$ cat src/rtl/net_load_ctrl_pkg.sv
// Shared network-loader definitions: packet layout, opcode enum and loader state enum.
package net_load_ctrl_pkg;

    localparam int mask_length_gp = 8;
    localparam int rs_imm_size_gp = 6;

    typedef enum logic [2:0] {
        NULL  = 3'd0,
        INSTR = 3'd1,
        REG   = 3'd2,
        BAR   = 3'd3,
        PC    = 3'd4
    } net_op_e;

    typedef struct packed {
        logic [4:0]  reserved;
        logic [9:0]  net_id;
        net_op_e     net_op;
        logic [15:0] net_addr;
        logic [31:0] net_data;
    } net_packet_s;

    typedef enum logic [1:0] {
        IDLE = 2'd0,
        LOAD = 2'd1,
        RUN  = 2'd2
    } net_load_state_e;

    function automatic logic op_is_legal(input net_op_e op);
        return (op == INSTR) || (op == REG) || (op == BAR) || (op == PC);
    endfunction

endpackage

$ cat src/rtl/net_load_fifo.sv
// Synchronous FIFO, combinational head read; push is honoured when full only if a pop
// happens in the same cycle, otherwise it is ignored (caller flags the drop).
module net_load_fifo #(
    parameter int DEPTH_P = 4,
    parameter int WIDTH_P = 8
) (
    input  logic               clk,
    input  logic               reset,
    input  logic               push,
    input  logic [WIDTH_P-1:0] din,
    input  logic               pop,
    output logic [WIDTH_P-1:0] dout,
    output logic               full,
    output logic               empty
);

    localparam int AW = $clog2(DEPTH_P);

    logic [WIDTH_P-1:0] mem [DEPTH_P];
    logic [AW-1:0]      wr_ptr;
    logic [AW-1:0]      rd_ptr;
    logic [AW:0]        count;
    logic               do_push;
    logic               do_pop;

    assign empty   = (count == '0);
    assign full    = (count == (AW+1)'(DEPTH_P));
    assign do_pop  = pop && !empty;
    assign do_push = push && (!full || do_pop);
    assign dout    = mem[rd_ptr];

    always_ff @(posedge clk) begin
        if (do_push) begin
            mem[wr_ptr] <= din;
        end
    end

    always_ff @(posedge clk) begin
        if (!reset) begin
            wr_ptr <= '0;
            rd_ptr <= '0;
            count  <= '0;
        end else begin
            if (do_push) begin
                wr_ptr <= wr_ptr + 1'b1;
            end
            if (do_pop) begin
                rd_ptr <= rd_ptr + 1'b1;
            end
            case ({do_push, do_pop})
                2'b10:   count <= count + 1'b1;
                2'b01:   count <= count - 1'b1;
                default: count <= count;
            endcase
        end
    end

endmodule

$ cat src/rtl/net_load_ctrl.sv
// Network loader: packets for ID_P are queued, then applied one per cycle as registered strobes
// (two edges after arrival); an INSTR head stalls while imem_ready_i=0. Echo: NET_LOAD_ECHO_EN.
module net_load_ctrl
    import net_load_ctrl_pkg::*;
#(
    parameter logic [9:0] ID_P         = 10'd1,
    parameter int         FIFO_DEPTH_P = 4
) (
    input  logic                      clk,
    input  logic                      reset,
    input  net_packet_s               net_packet_i,
    input  logic                      imem_ready_i,
    output logic                      imem_wen_o,
    output logic [9:0]                imem_addr_o,
    output logic [15:0]               imem_data_o,
    output logic                      rf_wen_o,
    output logic [rs_imm_size_gp-1:0] rf_addr_o,
    output logic [31:0]               rf_data_o,
    output logic                      bar_wen_o,
    output logic [mask_length_gp-1:0] bar_mask_o,
    output logic                      pc_wen_o,
    output logic [9:0]                pc_o,
    output logic                      core_run_o,
    output logic                      overflow_o,
    output logic                      bad_op_o,
    output logic [10:0]               instr_count_o,
    output net_packet_s               net_packet_o
);

    net_packet_s     head;
    net_load_state_e state;
    logic            fifo_full;
    logic            fifo_empty;
    logic            accept;
    logic            pop;
    logic            unused_head;

    assign accept = reset && (net_packet_i.net_op != NULL) && (net_packet_i.net_id == ID_P);
    assign pop    = !fifo_empty && ((head.net_op != INSTR) || imem_ready_i);

    // Fields that no write port consumes.
    assign unused_head = ^{head.reserved, head.net_id, head.net_addr[15:10]};

    net_load_fifo #(
        .DEPTH_P (FIFO_DEPTH_P),
        .WIDTH_P ($bits(net_packet_s))
    ) u_fifo (
        .clk   (clk),
        .reset (reset),
        .push  (accept),
        .din   (net_packet_i),
        .pop   (pop),
        .dout  (head),
        .full  (fifo_full),
        .empty (fifo_empty)
    );

    always_ff @(posedge clk) begin
        if (!reset) begin
            state         <= IDLE;
            imem_wen_o    <= 1'b0;
            imem_addr_o   <= '0;
            imem_data_o   <= '0;
            rf_wen_o      <= 1'b0;
            rf_addr_o     <= '0;
            rf_data_o     <= '0;
            bar_wen_o     <= 1'b0;
            bar_mask_o    <= '0;
            pc_wen_o      <= 1'b0;
            pc_o          <= '0;
            core_run_o    <= 1'b0;
            overflow_o    <= 1'b0;
            bad_op_o      <= 1'b0;
            instr_count_o <= '0;
        end else begin
            imem_wen_o <= 1'b0;
            rf_wen_o   <= 1'b0;
            bar_wen_o  <= 1'b0;
            pc_wen_o   <= 1'b0;
            if (accept && fifo_full && !pop) begin
                overflow_o <= 1'b1;
            end
            if (pop) begin
                case (head.net_op)
                    INSTR: begin
                        imem_wen_o  <= 1'b1;
                        imem_addr_o <= head.net_addr[9:0];
                        imem_data_o <= head.net_data[15:0];
                        if (instr_count_o != 11'h7FF) begin
                            instr_count_o <= instr_count_o + 11'd1;
                        end
                        state      <= LOAD;
                        core_run_o <= 1'b0;
                    end
                    REG: begin
                        rf_wen_o   <= 1'b1;
                        rf_addr_o  <= head.net_addr[rs_imm_size_gp-1:0];
                        rf_data_o  <= head.net_data;
                        state      <= LOAD;
                        core_run_o <= 1'b0;
                    end
                    BAR: begin
                        bar_wen_o  <= 1'b1;
                        bar_mask_o <= head.net_data[mask_length_gp-1:0];
                        // A barrier update while running leaves the core running.
                        if (state == IDLE) begin
                            state <= LOAD;
                        end
                    end
                    PC: begin
                        pc_wen_o   <= 1'b1;
                        pc_o       <= head.net_data[9:0];
                        state      <= RUN;
                        core_run_o <= 1'b1;
                    end
                    default: begin
                        bad_op_o <= 1'b1;
                    end
                endcase
            end
        end
    end

`ifdef NET_LOAD_ECHO_EN
    net_packet_s echo_pkt;
    logic        echo_vld;

    // Echo lags the strobe by one cycle, so the applied packet is staged first.
    always_ff @(posedge clk) begin
        if (!reset) begin
            echo_vld     <= 1'b0;
            echo_pkt     <= '0;
            net_packet_o <= '0;
        end else begin
            echo_vld     <= pop && op_is_legal(head.net_op);
            echo_pkt     <= head;
            net_packet_o <= echo_vld ? echo_pkt : '0;
        end
    end
`else
    assign net_packet_o = '0;
`endif

endmodule

$ cat config.mk
export PLATFORM = sky130hd
export DESIGN_NAME = net_load_ctrl
export DESIGN_NICKNAME = d
export VERILOG_FILES = /design/src/rtl/net_load_ctrl_pkg.sv /design/src/rtl/net_load_fifo.sv /design/src/rtl/net_load_ctrl.sv
export SDC_FILE = /design/constraint.sdc
export NUM_CORES = 1
export LEC_CHECK = 0
export CAP_MARGIN = 20
export CORE_MARGIN = 1.5
export CORE_UTILIZATION = 54
export CTS_CLUSTER_SIZE = 8
export DETAILED_ROUTE_END_ITERATION = 8
export PLACE_DENSITY = 0.81
export SLEW_MARGIN = 30
export SYNTH_ARGS = -nofsm -noshare
export SYNTH_HDL_FRONTEND = slang
export SYNTH_HIERARCHICAL = 1
export SYNTH_SLANG_ARGS = --single-unit
export TNS_END_PERCENT = 20
$ cat constraint.sdc
create_clock -name clk -period 5.2 [get_ports clk]
set_input_delay 0.52 -clock clk [delete_from_list [all_inputs] [get_ports clk]]
set_output_delay 0.52 -clock clk [all_outputs]
set_load 0.01 [all_outputs]
======== Word-level counts from Yosys, hierarchy flattened ========
Memories as Yosys holds them, arrays and structs flattened. A register that Yosys moved wholly into a read port is not among the register bits.
Cells that the tools add are included.
storage, ports and cells
  flip-flop bits (word level) ............. 107
  memory bits (writable) .................. 264
  input port bits ......................... 69
  logic and storage cells ................. 70
  memories ................................ 1
cells by class
  add/sub/neg operators ................... 5
  eq/ne operators ......................... 10
  mux-type cells .......................... 10
  bitwise gates (word level) .............. 1
  reductions and logical operators ........ 26
memories
  name        depth  width  rd ports  clocked after Yosys merged registers in  write ports  RTL line             RTL
  u_fifo.mem  4      66     1         1                                        1            net_load_fifo.sv:19  logic [WIDTH_P-1:0] mem [DEPTH_P];
operators with widths
  kind                                                                     count
  2-bit AND reduction                                                      7
  11-bit by 1-bit adder with 11-bit output (second input constant)         1
  11-bit != test (second input constant)                                   1
  10-bit by 1-bit equality test with 1-bit output (second input constant)  1
  1-bit logical AND                                                        7
  3-bit by 2-bit equality test with 1-bit output (second input constant)   2
  3-bit equality test (second input constant)                              2
  1-bit two-way mux                                                        6
  3-bit case mux with 2 select lines                                       1
  2-bit by 1-bit adder with 2-bit output (second input constant)           2
  2-bit two-way mux                                                        2
  2-bit nonzero test                                                       2
  4-bit OR reduction                                                       1
  3-bit by 1-bit adder with 3-bit output (second input constant)           1
  3-bit by 1-bit equality test with 1-bit output (second input constant)   1
  1-bit zero test                                                          3
  3-bit zero test                                                          1
  3-bit by 1-bit != test with 1-bit output (second input constant)         1
  3-bit AND reduction                                                      1
  3-bit nonzero test                                                       1
  3-bit by 1-bit subtractor with 3-bit output (second input constant)      1
  2-bit by 1-bit equality test with 1-bit output (second input constant)   1
  2-bit equality test (second input constant)                              1
  1-bit logical OR                                                         2
  other kinds (3)                                                          3

======== Logic depth before layout (Yosys ltp) ========
  depth after elaboration ................. 8
  mapped depth ............................ 12

======== Hierarchy ========
Netlist, hierarchy kept.
modules (own cells, without submodules)
  module         times used  cells each  area each (um2)  sequential area each (um2)
  net_load_fifo  1           404         10042.1          8107.8
  net_load_ctrl  1           529         4182.8           2001.9

======== Worst setup path before layout ========
No wires, ideal clock.
  path type ............................... register to register
  from .................................... register (tool-made name)
  to ...................................... memory u_fifo/mem[0][0] in the netlist's numbering, enable pin
  setup time .............................. 431 ps
  arrival ................................. 3782 ps
  required time ........................... 4769 ps
  path slack .............................. 987 ps
  stages on the path, launching flop included .. 10
  path buffers ............................ 3
  path through ............................ dfxtp_1 -> buf_4 -> buf_4 -> mux4_2 -> buf_4 -> nor4b_1 -> nor2_1 -> nor4b_2 -> and2b_4 -> and2_1
RTL lines
  what           RTL line
  end, declared  net_load_fifo.sv:19

==> out/results.ini <==
[cts]
clkSinkCount = 289
cts_tree = built
cts-root-buf = clkbuf_16
cts_setup_buffers = 0
clk-insertion-delay-late_ns = 0.52
cts_resized = 0
clk_pin_slew_ns = 0.05
cts_max_level = 2
numCtsBuffers = 42
postCtsHoldBufs = 0
cts.path.max_buffers = 3

[timing]
min_period_ns = 3.64
period_share_pct = 70.1
setup_tns_ns = 0
final.setup_skew_ns = 0.0180
clock.fmax_mhz = 275
finalMaxSlewViolations = 0
max_slew_margin_pct = 46.6
final-hold-violation-count = 0
final-setup-viol-count = 0
tightest_slew_ns = 0.795
rsz0062_at_grt = false

[cells_and_area]
multi_input_area_um2 = 3160
nFillCells = 1409
seqCellArea_um2 = 7590
final_core_util_pct = 69.2
drive_above_1_share_pct = 11.9
nNetsFinal = 1073
syn_to_final_growth_pct = 25.2
finalInstanceArea_um2 = 14000

[hold_path]
hold_depth = 2
min_to = imem_data_o[1]
hold_class = register to register
hp-start = imem_data_o[1]

[power_and_ir_drop]
peakVddDrop_uv = 281
power_w = 0.00502
power_density_nw_per_um2 = 357
p_leak_nw = 4.61

[routing]
dr.pass1.iters = 5
drt-vias-per-instance = 5.38
antenna_left = 0
totalWireLength_um = 24400
wl_per_cell_um = 18.8
remaining_drc_errors = 0
first_iter_violations = 478
vias = 6983

[floorplan]
die_w_um = 147
start_util_pct = 55.3
num_rows = 52
io_pins = 235
coreArea_um2 = 20300
die_h_um = 147
dieArea_um2 = 21600

[setup_path]
crit_slowest_cell = mux4_2
worst-path-max-fanout = 21
slowest_delay_ns = 0.68
crit_family = simple AND/OR/NAND/NOR gates
critical_path.endpoint_type = register
crit_buf_inv = 0
worstReg2RegEnd = u_fifo/count[2]
r2r_cells = 9
r2r_slack_ns = 1.56
required_ns = 5.64
critPathLaunchType = register
crit_type = register to register
cp.arrival_ns = 4.08
crit_chain = mux4_2 > nor4b_1 > nor2_1 > o31a_1 > or2b_1 > fa_1 > nand2b_1 > o31ai_1 > mux2i_1

[outcome]
status = finished clean

[logic_synthesis]
postSynthAreaPerCell_um2 = 13.6
syn-cell-area_um2 = 11200
syn_inst = 826
yosys_warnings = 6

[global_route]
antenna_found_initial = 1
grt_start_max_net_pins = 70
track_usage_pct = 22.7
grt_pass1_wl_um = 37700
grt_overflow = 0
first_global_vias = 6922

[placement]
post_dp_cell_area_um2 = 12800
io_buffers = 157
hpwl_um = 14800
routabilityCongestion = 0.774

[flow_run]
maxCapViolCount = 0

## where the power goes
group	internal, W	switching (W)
Clock	0.00154	0.000945
Sequential	0.00243	0.0000000318
Combinational	0.0000405	0.0000579
## how the worst max path moves through the flow
stage | end | slack [ns] | depth (start not counted)
after detailed placement | u_fifo/mem[1][31] | 1.55 | 7
after global placement | u_fifo/mem[2][26] | 1.62 | 7
after global routing | u_fifo/count[2] | 1.31 | 9
after floorplan | u_fifo/mem[0][0] | 1.61 | 9
final | u_fifo/count[2] | 1.56 | 9
after CTS | u_fifo/count[2] | 1.55 | 9
## worst reg2reg max path, stage by stage (launching register included)
cell      delay [ns]
dfxtp_4         0.63
mux4_2          0.69
nor4b_1         0.19
nor2_1          0.41
o31a_1          0.33
or2b_1          0.27
fa_1            0.44
nand2b_1        0.15
o31ai_1         0.26
mux2i_1         0.21
## area by class of cell
cell class                 instances  share of cell area, %
sequential                       289                   54.1
multi-input combinational        484                   22.5
timing repair buffer             174                   12.1
clock buffer                      71                   8.41
tap                              270                   2.41
clock inverter                     3                  0.267
inverter                           7                  0.196
antenna                            1                 0.0178
## placed cells by master (no fill, tap or decap), types with 5 or more instances in the layout
cell type and instances:
mux4_2 45, or4_1 6, clkdlybuf4s50_1 157, buf_4 16, nor2_1 17, edfxtp_1 180, clkbuf_16 43, conb_1 66
inv_1 6, and2_1 8, dfxtp_1 107, a21oi_1 89, clkbuf_1 28, nand2_1 182, ha_1 5
## per-layer routing
metal,GRT usage (%),part of all wire (%),up-vias
li1,-,-,3186
met1,28.9,41,3438
met2,38.2,49,309
met3,4.97,7.0,50
met4,9.05,3.1,0
met5,0,0,-
## flip-flops by register name, indices dropped and copies added (netlist names), 6 cells and up, named ones only
name and cells:
pc_o 10, instr_count_o 11, rf_addr_o 6, u_fifo/mem 180, imem_addr_o 10, imem_data_o 16, bar_mask_o 8, rf_data_o 32
## through the flow
stage	cells	hold WS, ns	setup slack, ns
2_1_floorplan	891	0.481	1.61
3_3_place_gp	1223	0.443	1.62
3_5_place_dp	1223	0.447	1.55
4_1_cts	1297	0.452	1.55
5_1_grt	1299	0.478	1.31
6_report	1299	0.452	1.56
No activity file was read; power rests on OpenSTA's default activity.
